==> src/rtl/acc_burst_32_if.sv <==
// acc_burst_32_if
// Bundles the start/length request, the input word stream, the adder
// operand/sum loop and the result stream of acc_burst_32.
//   start, len            burst request (len is CNT_W bits, 0 is legal)
//   busy                  controller is in a burst or holding a result
//   in_valid/in_ready     32-bit input word stream, in_data
//   add_a, add_b, add_sum operands to and 33-bit sum from the external adder
//   res_valid/res_ready   result stream, res_data is 32+CNT_W bits
// Modport slave is the controller's view; master is the environment's view.
interface acc_burst_32_if #(
    parameter int CNT_W = 8
);
    logic                  start;
    logic [CNT_W-1:0]      len;
    logic                  busy;
    logic                  in_valid;
    logic [31:0]           in_data;
    logic                  in_ready;
    logic [31:0]           add_a;
    logic [31:0]           add_b;
    logic [32:0]           add_sum;
    logic                  res_valid;
    logic                  res_ready;
    logic [32+CNT_W-1:0]   res_data;

    modport slave (
        input  start, len, in_valid, in_data, add_sum, res_ready,
        output busy, in_ready, add_a, add_b, res_valid, res_data
    );

    modport master (
        output start, len, in_valid, in_data, add_sum, res_ready,
        input  busy, in_ready, add_a, add_b, res_valid, res_data
    );
endinterface

==> src/rtl/acc_burst_32.sv <==
// acc_burst_32
// Accumulates a burst of N unsigned 32-bit words. The low word is summed by
// an external 33-bit-result adder (add_a = running low word, add_b = incoming
// word); each carry-out is folded into the upper accumulator bits, so the
// (32+CNT_W)-bit total can never overflow for N <= 2^CNT_W-1.
// Ports:
//   clk   rising-edge clock
//   rst   synchronous, active-high reset
//   bus   acc_burst_32_if.slave: start/len, busy, in_* stream,
//         add_a/add_b/add_sum adder loop, res_* stream
module acc_burst_32 #(
    parameter int CNT_W = 8
) (
    input  logic           clk,
    input  logic           rst,
    acc_burst_32_if.slave  bus
);

    typedef enum logic [1:0] {
        IDLE = 2'd0,
        ACC  = 2'd1,
        OUT  = 2'd2
    } state_t;

    state_t             state;
    logic [CNT_W-1:0]   cnt;      // words still to accept
    logic [31:0]        acc_lo;
    logic [CNT_W-1:0]   acc_hi;
    logic               busy_q;
    logic               in_ready_q;
    logic               res_valid_q;
    logic               beat;

    assign beat = bus.in_valid & in_ready_q;

    // NOTE: all state lives in this one block and uses non-blocking
    // assignments, so every register sees the pre-edge value of the others
    // (e.g. acc_hi increments from its old value while acc_lo takes add_sum).
    // The status outputs are flops updated alongside state, so they change
    // exactly when the state does and never glitch.
    always_ff @(posedge clk) begin
        if (rst) begin
            state       <= IDLE;
            cnt         <= '0;
            acc_lo      <= '0;
            acc_hi      <= '0;
            busy_q      <= 1'b0;
            in_ready_q  <= 1'b0;
            res_valid_q <= 1'b0;
        end else begin
            case (state)
                IDLE: begin
                    if (bus.start) begin
                        acc_lo <= '0;
                        acc_hi <= '0;
                        busy_q <= 1'b1;
                        if (bus.len != '0) begin
                            cnt        <= bus.len;
                            in_ready_q <= 1'b1;
                            state      <= ACC;
                        end else begin
                            // Empty burst: present the zero total at once.
                            res_valid_q <= 1'b1;
                            state       <= OUT;
                        end
                    end
                end

                ACC: begin
                    if (beat) begin
                        acc_lo <= bus.add_sum[31:0];
                        acc_hi <= acc_hi + CNT_W'(bus.add_sum[32]);
                        cnt    <= cnt - CNT_W'(1);
                        if (cnt == CNT_W'(1)) begin
                            in_ready_q  <= 1'b0;
                            res_valid_q <= 1'b1;
                            state       <= OUT;
                        end
                    end
                end

                OUT: begin
                    // Accumulator is left untouched so the last total stays
                    // visible on res_data while idle.
                    if (bus.res_ready) begin
                        busy_q      <= 1'b0;
                        res_valid_q <= 1'b0;
                        state       <= IDLE;
                    end
                end

                default: begin
                    busy_q      <= 1'b0;
                    in_ready_q  <= 1'b0;
                    res_valid_q <= 1'b0;
                    state       <= IDLE;
                end
            endcase
        end
    end

    assign bus.busy      = busy_q;
    assign bus.in_ready  = in_ready_q;
    assign bus.res_valid = res_valid_q;
    assign bus.res_data  = {acc_hi, acc_lo};
    assign bus.add_a     = acc_lo;
    assign bus.add_b     = bus.in_data;

endmodule

==> src/flat_wrapper.sv <==
// flat-port wrapper written by rule: the top's interface ports become plain ports
module acc_burst_32_flat 
#(
    parameter int CNT_W = 8
)
  (clk, rst, bus_start, bus_len, bus_in_valid, bus_in_data, bus_add_sum, bus_res_ready, bus_busy, bus_in_ready, bus_add_a, bus_add_b, bus_res_valid, bus_res_data);
  acc_burst_32_if #(.CNT_W(CNT_W)) bus_i ();
  input  logic clk;
  input  logic rst;
  input wire logic [$bits(bus_i.start)-1:0] bus_start;
  input wire logic [$bits(bus_i.len)-1:0] bus_len;
  input wire logic [$bits(bus_i.in_valid)-1:0] bus_in_valid;
  input wire logic [$bits(bus_i.in_data)-1:0] bus_in_data;
  input wire logic [$bits(bus_i.add_sum)-1:0] bus_add_sum;
  input wire logic [$bits(bus_i.res_ready)-1:0] bus_res_ready;
  output wire logic [$bits(bus_i.busy)-1:0] bus_busy;
  output wire logic [$bits(bus_i.in_ready)-1:0] bus_in_ready;
  output wire logic [$bits(bus_i.add_a)-1:0] bus_add_a;
  output wire logic [$bits(bus_i.add_b)-1:0] bus_add_b;
  output wire logic [$bits(bus_i.res_valid)-1:0] bus_res_valid;
  output wire logic [$bits(bus_i.res_data)-1:0] bus_res_data;
  assign bus_i.start = bus_start;
  assign bus_i.len = bus_len;
  assign bus_i.in_valid = bus_in_valid;
  assign bus_i.in_data = bus_in_data;
  assign bus_i.add_sum = bus_add_sum;
  assign bus_i.res_ready = bus_res_ready;
  assign bus_busy = bus_i.busy;
  assign bus_in_ready = bus_i.in_ready;
  assign bus_add_a = bus_i.add_a;
  assign bus_add_b = bus_i.add_b;
  assign bus_res_valid = bus_i.res_valid;
  assign bus_res_data = bus_i.res_data;
  acc_burst_32 #(.CNT_W(CNT_W)) u_core (.clk(clk), .rst(rst), .bus(bus_i));
endmodule
==> config.mk <==
export PLATFORM = sky130hd
export DESIGN_NAME = acc_burst_32_flat
export DESIGN_NICKNAME = d
export VERILOG_FILES = /design/src/rtl/acc_burst_32_if.sv /design/src/rtl/acc_burst_32.sv /design/src/flat_wrapper.sv
export SDC_FILE = /design/constraint.sdc
export NUM_CORES = 1
export LEC_CHECK = 0
export CORE_ASPECT_RATIO = 2
export CORE_MARGIN = 2
export CORE_UTILIZATION = 31
export DETAILED_ROUTE_END_ITERATION = 8
export PLACE_DENSITY = 0.79
export SYNTH_ARGS = -nofsm -noshare
export SYNTH_HDL_FRONTEND = slang
export SYNTH_SLANG_ARGS = --single-unit
==> constraint.sdc <==
create_clock -name clk -period 1.95 [get_ports clk]
set_input_delay 0.39 -clock clk [delete_from_list [all_inputs] [get_ports clk]]
set_output_delay 0.39 -clock clk [all_outputs]
set_load 0.005 [all_outputs]
Word-level counts from Yosys, hierarchy flattened
Index checks and enable logic that the tools add are counted.
{ "totals": {"elab_cells": 59, "inputBits": 78, "out_inout_bits": 107, "regBits": 53} }
{ "op_classes": {"bitwise": 3, "reduce_logical": 9, "muxes": 29, "n_eq_ne": 9, "addsub": 2} }
{ "ops": {"columns": ["cell", "count"], "rows": [
  ["$mux 32", 2],
  ["$pmux 32 s2", 1],
  ["$mux 8", 5],
  ["$pmux 8 s2", 2],
  ["$mux 1", 10],
  ["$mux 2", 5],
  ["$reduce_and 5->1", 2],
  ["$pmux 1 s3", 3],
  ["$add 8x1->8", 1],
  ["$eq 8x1->1 const B", 1],
  ["$reduce_and 4->1", 2],
  ["$reduce_bool 8->1", 1],
  ["$sub 8x1->8 const B", 1],
  ["$ne 2x1->1 const B", 3],
  ["$ne 2x2->1 const B", 3],
  ["$pmux 2 s3", 1],
  ["$reduce_and 3->1", 2],
  ["$eq 2x1->1 const B", 1],
  ["$eq 2x2->1 const B", 1],
  ["$logic_not 2->1", 1],
  ["$not 1->1", 2],
  ["$reduce_bool 2->1", 1],
  ["$and 1x1->1", 1]
]} }

Depth between registers and ports, before layout
{ "logic_depth": {"ltp_word": 4, "depth_mapped": 6} }

Worst setup path after synthesis
OpenSTA, ideal clock, no wires.
{ "synth_path": {"path_kind": "in2reg", "startpoint": "input bus_start", "endpoint": "register u_core.acc_lo[10], in the netlist u_core.bus.add_a[10]", "required_ns": 1.822, "n_path_buf": 2, "arrival_time_ns": 1.358, "cell_stages": 6, "setup_ns": 0.128, "slack_ns": 0.465, "path_cell_list": "or3b_4 buf_6 buf_6 and3_1 a31oi_1 nor2_1"} }
{ "synth_via": {"elab_chain_cells": 2} }
{ "synth_lines": {"columns": ["element", "line", "text"], "rows": [
  ["start, declared", "flat_wrapper.sv:10", "input wire logic [$bits(bus_i.start)-1:0] bus_start;"],
  ["$ne 2x2->1 (no source line)", null, null],
  ["$reduce_and 3->1 (no source line)", null, null],
  ["end signal, assigned", "acc_burst_32.sv:71", "acc_lo <= bus.add_sum[31:0];"],
  ["end, declared", "acc_burst_32.sv:27", "logic [31:0] acc_lo;"]
]} }
Every way passes these cells.
A chain may end at the register's enable or synchronous reset.

Worst setup path after layout
{ "layout_path": {"startpoint": "input bus_len[1]", "endpoint": "register u_core.cnt[3]"} }
{ "layout_via": {"elab_chain_cells": 3} }
{ "layout_lines": {"columns": ["element", "line", "text"], "rows": [
  ["start, declared", "flat_wrapper.sv:11", "input wire logic [$bits(bus_i.len)-1:0] bus_len;"],
  ["$reduce_bool 8->1", "acc_burst_32.sv:57", "if (bus.len != '0) begin"],
  ["$ne 2x1->1 (no source line)", null, null],
  ["$reduce_and 4->1 (no source line)", null, null],
  ["end signal, assigned", "acc_burst_32.sv:58", "cnt <= bus.len;"],
  ["end signal, assigned", "acc_burst_32.sv:73", "cnt <= cnt - CNT_W'(1);"],
  ["end, declared", "acc_burst_32.sv:26", "logic [CNT_W-1:0] cnt;"]
]} }
Every way passes these cells.

==> impl_metrics.env <==
export IMPL_seq_area_um2=1060
export IMPL_swShare_pct=30.0
export IMPL_stdcell_count=521
export IMPL_ios=185
export IMPL_power_internal_uw=2090
export IMPL_cp_slowest_cell="clkdlybuf4s50_1"
export IMPL_worstPathCellList="clkdlybuf4s50_1 > nor4_2 > nand3_1 > a41oi_1 > a311oi_1"
export IMPL_status="completed"
export IMPL_grt_start_max_net_pins=35
export IMPL_routed_wirelength_mm=8.70
export IMPL_slowest_delay_ns=0.47
export IMPL_drive_gt1_share_pct=10.3
export IMPL_netlist_area_um2=2980
export IMPL_path_clk_slew_ns=0.07
export IMPL_cts_resized=0
export IMPL_antenna_found_initial=0
export IMPL_p_seq_share_pct=41.6
export IMPL_cp_arrival_ns=1.97
export IMPL_yosys_warnings=0
export IMPL_maxCapViolCount=0
export IMPL_slew_headroom_pct=67.7
export IMPL_pwr_share_comb_pct=29.4
export IMPL_multi_input_area_um2=1290
export IMPL_vias=2807
export IMPL_io_buffers=120
export IMPL_crit_type="in2reg"
export IMPL_worstPathMaxFanout=7
export IMPL_clk_latency_ns=0.29
export IMPL_n_fill_cell=973
export IMPL_ys_dominant_reg_cell="dfxtp_1"
export IMPL_fin_crit_sh_pct=92.9
export IMPL_fp_coreArea_um2=9380
export IMPL_final_setup_viol_count=0
export IMPL_synth_edf_count=0
export IMPL_power_density_nw_per_um2=737
export IMPL_areaGrowthSynthToFinish_pct=35.8
export IMPL_numCtsBuffers=5
export IMPL_drt_iter0_markers=231
export IMPL_wl_met1_mm=3.00
export IMPL_start_util_pct=31.8
export IMPL_p_leak_uw=0.00163
export IMPL_hold_class="in2reg"
export IMPL_placedCellCount=513
export IMPL_post_route_util_pct=43.1
export IMPL_synthArstFlopShare_pct=0
export IMPL_end_kind="register"
export IMPL_clock_sinks=53
export IMPL_nets=498
export IMPL_wl_met3_um=538
export IMPL_top_layer="met4"
export IMPL_tightestPinTransition_ns=0.477
export IMPL_gr_total_overflow=0
export IMPL_ys_ff_latch=53
export IMPL_skew_ns=0.00713
export IMPL_startpoint_type="input port"
export IMPL_ys_seq_area_share_pct=35.6
export IMPL_vias_per_cell=5.39
export IMPL_vdd_drop_max_v=0.000382
export IMPL_post_cts_buffers=0
export IMPL_hold_buffers=0
export IMPL_synth_avg_cell_area_um2=8.42
export IMPL_cts_root_buf="clkbuf_16"
export IMPL_final_common_cell="clkdlybuf4s50_1"
export IMPL_p_clk_share_pct=29.0
export IMPL_die_height_um=143
export IMPL_drtAntennaViolNets=0
export IMPL_grtUsageTotal_pct=16.3
export IMPL_drv_slew=0
export IMPL_grt_pass1_wl_mm=13.5
export IMPL_fin_crit_ns=1.81
export IMPL_n_antenna_cell=0
export IMPL_num_rows=50
export IMPL_max_freq_mhz=552
export IMPL_gp_congestion=0.888
export IMPL_dieArea_um2=10500
export IMPL_hold_viol=0
export IMPL_cp_required_ns=2.11
export IMPL_die_w_um=73.3
export IMPL_rsz0062_at_grt="false"
export IMPL_cts_tree="yes"
export IMPL_p_total_uw=2980
export IMPL_cts_htree_levels=2
export IMPL_wl_met2_mm=4.72
export IMPL_wl_per_cell_um=16.7
export IMPL_hpwl_mm=6.53
export IMPL_switching_power_uw=895
export IMPL_mostFrequentLayoutCells="clkdlybuf4s50_1, dfxtp_1, nor2_1"
export IMPL_grt_pass1_vias=2823
export IMPL_syn_num_nets=436
export IMPL_yosysUniqueCellTypes=49
export IMPL_syn_inst=354
export IMPL_drc_errors=0
export IMPL_drtPass1Iterations=4
export IMPL_cts_max_path_buffers=2
==> synthesized netlist by cell type (2+ instances only) <==
master | count | area (µm²)
nand3_1 | 4 | 20.0
nor3_1 | 3 | 15.0
dfxtp_1 | 53 | 1060
buf_2 | 9 | 45.0
o31ai_1 | 3 | 22.5
clkbuf_1 | 12 | 45.0
a22oi_1 | 2 | 15.0
and3_1 | 38 | 238
o32ai_1 | 2 | 17.5
xor2_1 | 3 | 26.3
a31o_2 | 2 | 17.5
ha_1 | 4 | 50.1
a211o_1 | 3 | 26.3
a21oi_1 | 9 | 45.0
buf_4 | 64 | 480
nand2_1 | 7 | 26.3
buf_6 | 4 | 45.0
a211oi_2 | 2 | 25.0
nor4_2 | 3 | 37.5
a32o_1 | 2 | 20.0
nand2b_1 | 2 | 12.5
a31oi_1 | 36 | 225
o2111ai_1 | 3 | 26.3
nand4_1 | 2 | 12.5
nor3b_1 | 2 | 15.0
o21ai_0 | 2 | 10.0
xnor2_1 | 3 | 26.3
nor2_1 | 51 | 191
inv_1 | 4 | 15.0
==> sequential cells by signal (all words and copies together) (netlist names) <==
signal,cells
u_core.bus.add_a,32
u_core.acc_hi,8
u_core.cnt,8
u_core.state,2
u_core.bus.busy,1
u_core.bus.in_ready,1
u_core.bus.res_valid,1
==> area by class of cell <==
type / count / area share [%]
clock inverter: 2 / 0.247
sequential: 53 / 26.2
tap: 104 / 3.21
inverter: 4 / 0.371
timing repair buffer: 144 / 34.9
clock buffer: 6 / 3.18
multi-input combinational: 208 / 31.9
==> stage by stage <==
step / setup WS [ns] / instance area [µm²] / hold WS, ns / TNS [ns]
2_1_floorplan: 0.465 / 2980 / 0.448 / 0
3_3_place_gp: -0.0933 / 3910 / 0.457 / -2.42
3_5_place_dp: -0.130 / 3910 / 0.466 / -3.05
4_1_cts: 0.175 / 4050 / 0.456 / 0
5_1_grt: 0.00531 / 4050 / 0.469 / 0
6_report: 0.139 / 4050 / 0.459 / 0
==> power by group through the flow <==
| stage | Sequential [µW] | Clock (µW) | Combinational [µW] |
|---|---|---|---|
| final | 1240 | 864 | 877 |
| after global routing | 1250 | 930 | 958 |
| after CTS | 1240 | 897 | 874 |
| after detailed placement | 1260 | 0 | 869 |
| after global placement | 1260 | 0 | 849 |
| after floorplan | 1240 | 0 | 557 |
==> worst paths after layout <==
path / depth (start not counted) / slack [ns] / from / to
worst max register to register: 6 / 0.19 / u_core.cnt[0]$_SDFFE_PP0P_ / u_core.cnt[6]$_SDFFE_PP0P_
worst min register to register: 1 / 0.47 / u_core.bus.res_valid$_SDFFE_PP0P_ / u_core.bus.res_valid$_SDFFE_PP0P_
worst min-delay path: 2 / 0.46 / rst / u_core.bus.add_a[24]$_SDFFE_PP0P_
worst max-delay path: 5 / 0.14 / bus_len[1] / u_core.cnt[3]$_SDFFE_PP0P_
==> layer usage <==
layer  up-vias  track usage (%)
li1       1322                -
met1      1296             16.3
met2       143             29.8
met3        46             2.40
met4         0             11.0
met5         -                0
==> critical path: cells and delay by family <==
kind	cells	cell delay, ns
buf+inv	1	0.47
compound gates	2	0.36
simple gates	2	0.76
==> cell families after synthesis <==
group           share of synthesized area, %
xor+xnor                                1.76
simple gates                            21.9
compound gates                          18.0
fa+ha+maj                               1.68
buf+inv                                 21.1
flops                                   35.6
Power figures use the tool's default switching activity.
